## src/rtl/hazard_pkg.sv

```systemverilog
// Shared types and constants for the pipeline hazard controller.
package hazard_pkg;

  localparam int REG_AW = 5;

  localparam logic [1:0] FWD_RF  = 2'b00;
  localparam logic [1:0] FWD_MEM = 2'b10;
  localparam logic [1:0] FWD_WB  = 2'b01;

  // Full shadow entry; the EX stage needs every field for hazard detection
  typedef struct packed {
    logic              valid;
    logic              rw;
    logic              ld;
    logic [REG_AW-1:0] dest;
    logic [REG_AW-1:0] rs;
    logic [REG_AW-1:0] rt;
  } stage_t;

  // MEM/WB entries only feed forwarding, so only the write port survives
  typedef struct packed {
    logic              rw;
    logic [REG_AW-1:0] dest;
  } wr_t;

endpackage

```

## src/rtl/hazard_sat_cnt.sv

```systemverilog
// Saturating up-counter with enable; sticks at all-ones.
module hazard_sat_cnt #(
  parameter int CNT_W = 16
) (
  input  logic             clk,
  input  logic             rst_n,
  input  logic             en,
  output logic [CNT_W-1:0] cnt
);

  logic [CNT_W-1:0] cnt_q, cnt_d;

  function automatic logic [CNT_W-1:0] sat_inc(input logic [CNT_W-1:0] v);
    return (&v) ? v : v + 1'b1;
  endfunction

  always_comb begin
    cnt_d = cnt_q;
    if (en) cnt_d = sat_inc(cnt_q);
  end

  always_ff @(posedge clk or negedge rst_n) begin
    if (!rst_n) cnt_q <= '0;
    else        cnt_q <= cnt_d;
  end

  assign cnt = cnt_q;

endmodule

```

## src/rtl/hazard_ctrl.sv

```systemverilog
// Stall/flush/forwarding controller for the 5-stage MIPS pipeline, driven
// from a shadow copy of the EX/MEM/WB register-write state.
module hazard_ctrl
  import hazard_pkg::*;
#(
  parameter int RA_W  = REG_AW,
  parameter int CNT_W = 16
) (
  input  logic             clk,
  input  logic             rst_n,
  input  logic             ext_stall,
  input  logic             id_valid,
  input  logic [RA_W-1:0]  id_rs,
  input  logic [RA_W-1:0]  id_rt,
  input  logic             id_use_rs,
  input  logic             id_use_rt,
  input  logic [RA_W-1:0]  id_dest,
  input  logic             id_reg_write,
  input  logic             id_mem_to_reg,
  input  logic             id_jump,
  input  logic             ex_br_taken,
  output logic             pc_en,
  output logic             ifid_en,
  output logic             ifid_flush,
  output logic             idex_flush,
  output logic [1:0]       fwd_a,
  output logic [1:0]       fwd_b,
  output logic [CNT_W-1:0] stall_cnt,
  output logic [CNT_W-1:0] flush_cnt
);

  stage_t ex_p0_q,  ex_p0_d;
  wr_t    mem_p1_q, mem_p1_d;
  wr_t    wb_p2_q,  wb_p2_d;
  logic   lu;
  logic   stall_inc;
  logic   flush_inc;

  // MEM wins over WB because it carries the younger result; $0 never forwards
  function automatic logic [1:0] fwd_sel(input logic [REG_AW-1:0] src,
                                         input wr_t m_s, input wr_t w_s);
    if (m_s.rw && (m_s.dest != '0) && (m_s.dest == src)) return FWD_MEM;
    if (w_s.rw && (w_s.dest != '0) && (w_s.dest == src)) return FWD_WB;
    return FWD_RF;
  endfunction

  always_comb begin
    lu = ex_p0_q.valid && ex_p0_q.ld && ex_p0_q.rw && (ex_p0_q.dest != '0) && id_valid &&
         ((id_use_rs && (id_rs == ex_p0_q.dest)) || (id_use_rt && (id_rt == ex_p0_q.dest)));
  end

  // Priority: reset, memory stall, taken branch, load-use, jump
  always_comb begin
    pc_en      = 1'b1;
    ifid_en    = 1'b1;
    ifid_flush = 1'b0;
    idex_flush = 1'b0;
    if (rst_n) begin
      if (ext_stall) begin
        pc_en   = 1'b0;
        ifid_en = 1'b0;
      end else if (ex_br_taken) begin
        ifid_flush = 1'b1;
        idex_flush = 1'b1;
      end else if (lu) begin
        pc_en      = 1'b0;
        ifid_en    = 1'b0;
        idex_flush = 1'b1;
      end else if (id_jump) begin
        ifid_flush = 1'b1;
      end
    end
  end

  assign fwd_a = fwd_sel(ex_p0_q.rs, mem_p1_q, wb_p2_q);
  assign fwd_b = fwd_sel(ex_p0_q.rt, mem_p1_q, wb_p2_q);

  always_comb begin
    ex_p0_d  = ex_p0_q;
    mem_p1_d = mem_p1_q;
    wb_p2_d  = wb_p2_q;
    if (!ext_stall) begin
      wb_p2_d       = mem_p1_q;
      mem_p1_d.rw   = ex_p0_q.rw;
      mem_p1_d.dest = ex_p0_q.dest;
      if (idex_flush) begin
        ex_p0_d = '0;
      end else begin
        ex_p0_d.valid = id_valid;
        ex_p0_d.rw    = id_reg_write;
        ex_p0_d.ld    = id_mem_to_reg;
        ex_p0_d.dest  = id_dest;
        ex_p0_d.rs    = id_rs;
        ex_p0_d.rt    = id_rt;
      end
    end
  end

  // ID -> EX (p0) -> MEM (p1) -> WB (p2)
  always_ff @(posedge clk or negedge rst_n) begin
    if (!rst_n) begin
      ex_p0_q  <= '0;
      mem_p1_q <= '0;
      wb_p2_q  <= '0;
    end else begin
      ex_p0_q  <= ex_p0_d;
      mem_p1_q <= mem_p1_d;
      wb_p2_q  <= wb_p2_d;
    end
  end

  assign stall_inc = !ext_stall && lu && !ex_br_taken;
  assign flush_inc = !ext_stall && ifid_flush;

  hazard_sat_cnt #(.CNT_W(CNT_W)) u_stall_cnt (
    .clk   (clk),
    .rst_n (rst_n),
    .en    (stall_inc),
    .cnt   (stall_cnt)
  );

  hazard_sat_cnt #(.CNT_W(CNT_W)) u_flush_cnt (
    .clk   (clk),
    .rst_n (rst_n),
    .en    (flush_inc),
    .cnt   (flush_cnt)
  );

endmodule

```

## config.mk

```make
export PLATFORM = sky130hd
export DESIGN_NAME = hazard_ctrl
export DESIGN_NICKNAME = d
export VERILOG_FILES = /design/src/rtl/hazard_pkg.sv /design/src/rtl/hazard_sat_cnt.sv /design/src/rtl/hazard_ctrl.sv
export SDC_FILE = /design/constraint.sdc
export NUM_CORES = 1
export LEC_CHECK = 0
export ABC_CLOCK_PERIOD_IN_PS = 3050
export CORE_UTILIZATION = 53
export CTS_BUF_LIST = sky130_fd_sc_hd__clkbuf_4
export DETAILED_ROUTE_END_ITERATION = 8
export MAX_ROUTING_LAYER = met4
export PLACE_DENSITY = 0.82
export SYNTH_ARGS = -nofsm -noshare
export SYNTH_HDL_FRONTEND = slang
export SYNTH_SLANG_ARGS = --single-unit
```

## constraint.sdc

```tcl
create_clock -name clk -period 3.05 [get_ports clk]
set_input_delay 0.915 -clock clk [delete_from_list [all_inputs] [get_ports clk]]
set_output_delay 0.915 -clock clk [all_outputs]
set_load 0.03 [all_outputs]
```

### Word-level counts from Yosys, hierarchy flattened

Cells that the tools add are included.

* add/subtract/negate cells: 2
* equality and inequality tests: 6
* mux-type cells: 28
* bitwise gates (word level): 2
* reduce and logical (&&, ||, !) cells: 26

Operator list (count)
* $add 16x1->16 const B: 2
* $reduce_and 16->1: 2
* $eq 5x5->1: 6
* $mux 1: 19
* $mux 18: 1
* $logic_and 1x1->1: 16
* $mux 2: 8
* $reduce_bool 5->1: 3
* $reduce_and 2->1: 2
* $logic_not 1->1: 2
* $not 1->1: 2
* $logic_or 1x1->1: 1

* register bits after elaboration: 62
* input bits: 25
* output and inout bits: 40
* logic and storage cells: 76

### Longest topological paths before layout

* depth in word-level cells: 11
* depth in mapped cells: 7
* mapped depth without buffers: 6

### Cells and area by module

A second synthesis with hierarchy kept.

* cell total of the unflattened synthesis: 318
* area, all modules: 3472.1 um2

By module, submodules not included
* hazard_ctrl: instances 1, cells each 168, area an instance 1790.5 um2, seq. area each 750.7 um2
* hazard_sat_cnt: instances 2, cells each 75, area an instance 840.8 um2, seq. area each 400.4 um2

### Worst setup path after synthesis

OpenSTA, ideal clock, no wires.

* path type: input -> output
* from: input port id_rs[4]
* to: output port pc_en
* arrival: 2.462 ns
* required time: 2.135 ns
* setup slack: -0.327 ns
* stages on the path: 7
* path buffers: 1
* cells stage by stage: xnor2_1 nand4_1 o22ai_4 nand2_2 nor2_1 o21ai_0 buf_4

* word-level cells in the longest chain between the ends: 8

Ends and longest elaborated chain
* start: declaration: RTL line hazard_ctrl.sv:13 `input logic [RA_W-1:0] id_rs,`
* $eq 5x5->1: RTL line hazard_ctrl.sv:49 `((id_use_rs && (id_rs == ex_p0_q.dest)) || (id_use_rt && (id_rt == ex_p0_q.dest)));`
* $logic_and 1x1->1: RTL line hazard_ctrl.sv:49
* $logic_or 1x1->1: RTL line hazard_ctrl.sv:49
* $logic_and 1x1->1: RTL line hazard_ctrl.sv:48 `lu = ex_p0_q.valid && ex_p0_q.ld && ex_p0_q.rw && (ex_p0_q.dest != '0) && id_valid &&`
* $mux 1 (4 in series)
* end: declaration: RTL line hazard_ctrl.sv:22 `output logic pc_en,`

No other way between the ends.

### Worst setup path in the final report

* from: input port ext_stall
* to: output port ifid_flush

* word-level cells in the longest chain between the ends: 2

Ends and longest elaborated chain
* start: declaration: RTL line hazard_ctrl.sv:11 `input logic ext_stall,`
* $mux 1: RTL line hazard_ctrl.sv:59 `if (ext_stall) begin`
* $mux 1: RTL line hazard_ctrl.sv:58 `if (rst_n) begin`
* end: declaration: RTL line hazard_ctrl.sv:24 `output logic ifid_flush,`

No other way between the ends.

==> out/metrics.yaml <==
run_status:
  status: "complete, no violations"
sta:
  fin_skew_ps: 14.79
  rsz0062_at_grt: "false"
  period_needed_ps: 3016
  finalCritPeriodShare_pct: 98.87
  timing.final.ws_setup_ps: 34.44
  fmax_mhz: 331.6
  hold_violations: 0
  report.final.slew_viol_count: 0
  setup_viol: 0
  slew_headroom_pct: 48.41
  tightest_slew_ps: 773.9
clocking:
  cts_tree: "done"
  clock_path_buffers: 2
  cts-root-buf: "clkbuf_4"
  htree_levels: 3
  clk_pin_slew_ps: 90
  cts_made_buffers: 9
  cts_sinks: 62
  clock_latency_ps: 400
die:
  core_area_mm2: 0.005608
  initial_core_util_pct: 56.27
  dieArea_mm2: 0.006266
  die_y_um: 79.16
  fp.dieW_um: 79.16
  rows: 27
  ios: 65
power:
  ir_drop_uv: 528.8
  p_leak_nw: 1.910
  p_per_area_mw_per_mm2: 485.7
  power.total_mw: 2.006
global_routing:
  grt_pass1_vias: 2492
  grt_pass1_wl_um: 11910
  overflow: 0
  grt_max_degree: 63
  antenna_found_initial: 0
  track_usage_pct: 25.90
yosys:
  synth-simple-area-share_pct: 17.92
  ys_seq_area_share_pct: 49.17
  synthAdderAreaFrac_pct: 0.7930
  ys.warnings.count: 0
  synthFlopType: "dfrtp_1"
  synth_cells: 288
  synth-xor-area-share_pct: 16.10
  synth_top_family_by_area: "simple AND/OR/NAND/NOR gates"
  async_reset_ff_share_pct: 100.0
  synth_compound_area_share_pct: 3.053
  synthMuxAreaShare_pct: 11.06
  synth_edf_count: 0
  synth_nets: 315
  synth_area_mm2: 0.003156
  ys_types: 32
  yosys_register_bits: 62
  synth.avg_cell_area_um2: 10.96
finish:
  antennaDiodeCount: 0
  stdcell_area_mm2: 0.004129
  drive_above_1_share_pct: 19.58
  area_delta_synth_final_pct: 30.85
  finalNetCount: 400
placed_design:
  dp_worst_setup_slack_ps: -335.2
  hpwl_um: 5059
  port_buffers: 64
  globalplace.congestion: 0.9285
  place_area_mm2: 0.003916
routing:
  drc_errors: 0
  viasPerCell: 5.509
  first_pass_iters: 4
  drtAntennaViolNets: 0
  num_vias: 2479
  wl_per_cell_um: 15.90
  drt_iter0_drc: 114
  route.final.wire_length_um: 7156
worst_setup_path:
  required_ps: 2130
  max_stage_delay_ps: 480
  crit_family: "buffers and inverters"
  cp_max_fo: 3
  crit_chain: "clkdlybuf4s50_1 -> nand2b_1 -> nor2_1 -> a21boi_4 -> buf_6"
  cp_num_buf_inv: 2
  worstPathArrival_ps: 2100
  crit_type: "input port to output pin"
  end_kind: "output pin"
  startpoint_type: "input port"
  slowest_stage: "clkdlybuf4s50_1"
run:
  max_cap_viol_count: 0
worst_hold_path:
  hp-class: "flop to flop"
==> final timing paths <==
path,start,to,slack [ps],cells after the start
worst max-delay path,ext_stall,ifid_flush,30,5
worst min-delay path,u_stall_cnt.cnt[9],u_stall_cnt.cnt[9],500,1
worst max register to register,ex_p0_q[12],u_flush_cnt.cnt[1],950,8
worst min register to register,u_stall_cnt.cnt[9],u_stall_cnt.cnt[9],500,1
max in group asynchronous,rst_n,mem_p1_q[1],1710,2
min in group asynchronous,rst_n,ex_p0_q[3],780,2
==> per-stage QoR <==
stage          TNS [ps]  util [%]  std cells  hold slack, ps
2_1_floorplan    -54.66         -        288           472.8
3_3_place_gp      -1277     69.83        427           474.6
3_5_place_dp      -1256     69.83        427           486.9
4_1_cts               0     72.56        447           501.1
5_1_grt               0     73.63        450           517.4
6_report              0     73.63        450           499.0
==> repair_timing <==
| item | in CTS | in global routing |
|---|---|---|
| cloned | 0 | 0 |
| hold buffers | 0 | 0 |
| gates resized for setup | 40 | 11 |
| setup buffers | 4 | 3 |
| pin swaps | 18 | 15 |
| endpoints found under the setup margin | 8 | 7 |
==> synth_stat cells, types with 2 or more instances <==
master    instances  area share (%)
dfrtp_1          62              49
nor2_1           37             4.4
xnor2_1          32             8.9
xor2_1           26             7.2
mux2i_1          18             5.7
nand3_1          18             2.9
mux2_2           15             5.4
nand4_1          14             2.8
nand2_1          10             1.2
and3_1            9             1.8
clkbuf_1          4            0.48
inv_1             4            0.48
nor3_1            4            0.63
nor4_1            4            0.79
or4_1             4            0.95
and2_1            3            0.59
and4_1            3            0.83
o21ai_0           3            0.48
a21oi_1           2            0.32
buf_4             2            0.48
ha_1              2            0.79
nand2_2           2            0.40
==> per-layer routing <==
layer / vias up / global-route usage, % / share of wire, %
met4: 0 / 11.45 / 1.7
met2: 61 / 40.43 / 50
met1: 1228 / 32.25 / 44
met3: 15 / 5.977 / 4.8
li1: 1175 / - / -
met5: - / - / 0
==> state kept, by name (all words and copies together), names as in the netlist <==
name,cells
u_stall_cnt.cnt,16
u_flush_cnt.cnt,16
ex_p0_q,18
wb_p2_q,6
mem_p1_q,6
==> cell type report <==
type                       instances  area (um2)
fill                             452        1479
sequential                        62        1553
timing repair buffer              82       747.0
clock inverter                     3       11.26
clock buffer                      13       97.59
tap                               72       90.09
inverter                           4       15.01
multi-input combinational        214        1615
==> power by group <==
group / switching [mW] / internal [mW]
registers: 0.122 / 0.909
logic: 0.246 / 0.255
clock network: 0.276 / 0.197
total: 0.644 / 1.36
==> kinds of logic (layout without fill, tap and decap cells) <==
group / count (synthesis) / count (layout)
AOI/OAI and AO/OA: 10 / 10
DFF: 62 / 62
adders and majority gates: 2 / 2
and+or+nand+nor: 111 / 111
buffers and inverters: 12 / 102
muxes: 33 / 33
xor gates and xnor gates: 58 / 58
==> placed cells by master (no fill, tap or decap), drive strengths merged <==
master,netlist,routed
a21boi,1,1
nand2,12,12
xnor2,32,32
clkbuf,4,14
mux2,15,15
and4,3,3
dlygate4sd1,0,1
a21oi,3,3
dlymetal6s2s,0,1
o21ai,3,3
nor2b,1,1
nor4,4,4
xor2,26,26
buf,4,28
mux2i,18,18
nand4,14,14
nand2b,1,1
nor2,37,37
clkinv,0,3
nand3,18,18
a31oi,1,1
dlygate4sd2,0,5
inv,4,4
clkdlybuf4s15,0,4
or4,4,4
and3,9,9
ha,2,2
clkdlybuf4s50,0,42
dfrtp,62,62
and2,3,3
o22ai,1,1
and4b,1,1
o311a,1,1
nor3,4,4
Note: power is estimated with default switching activity, not from simulation.
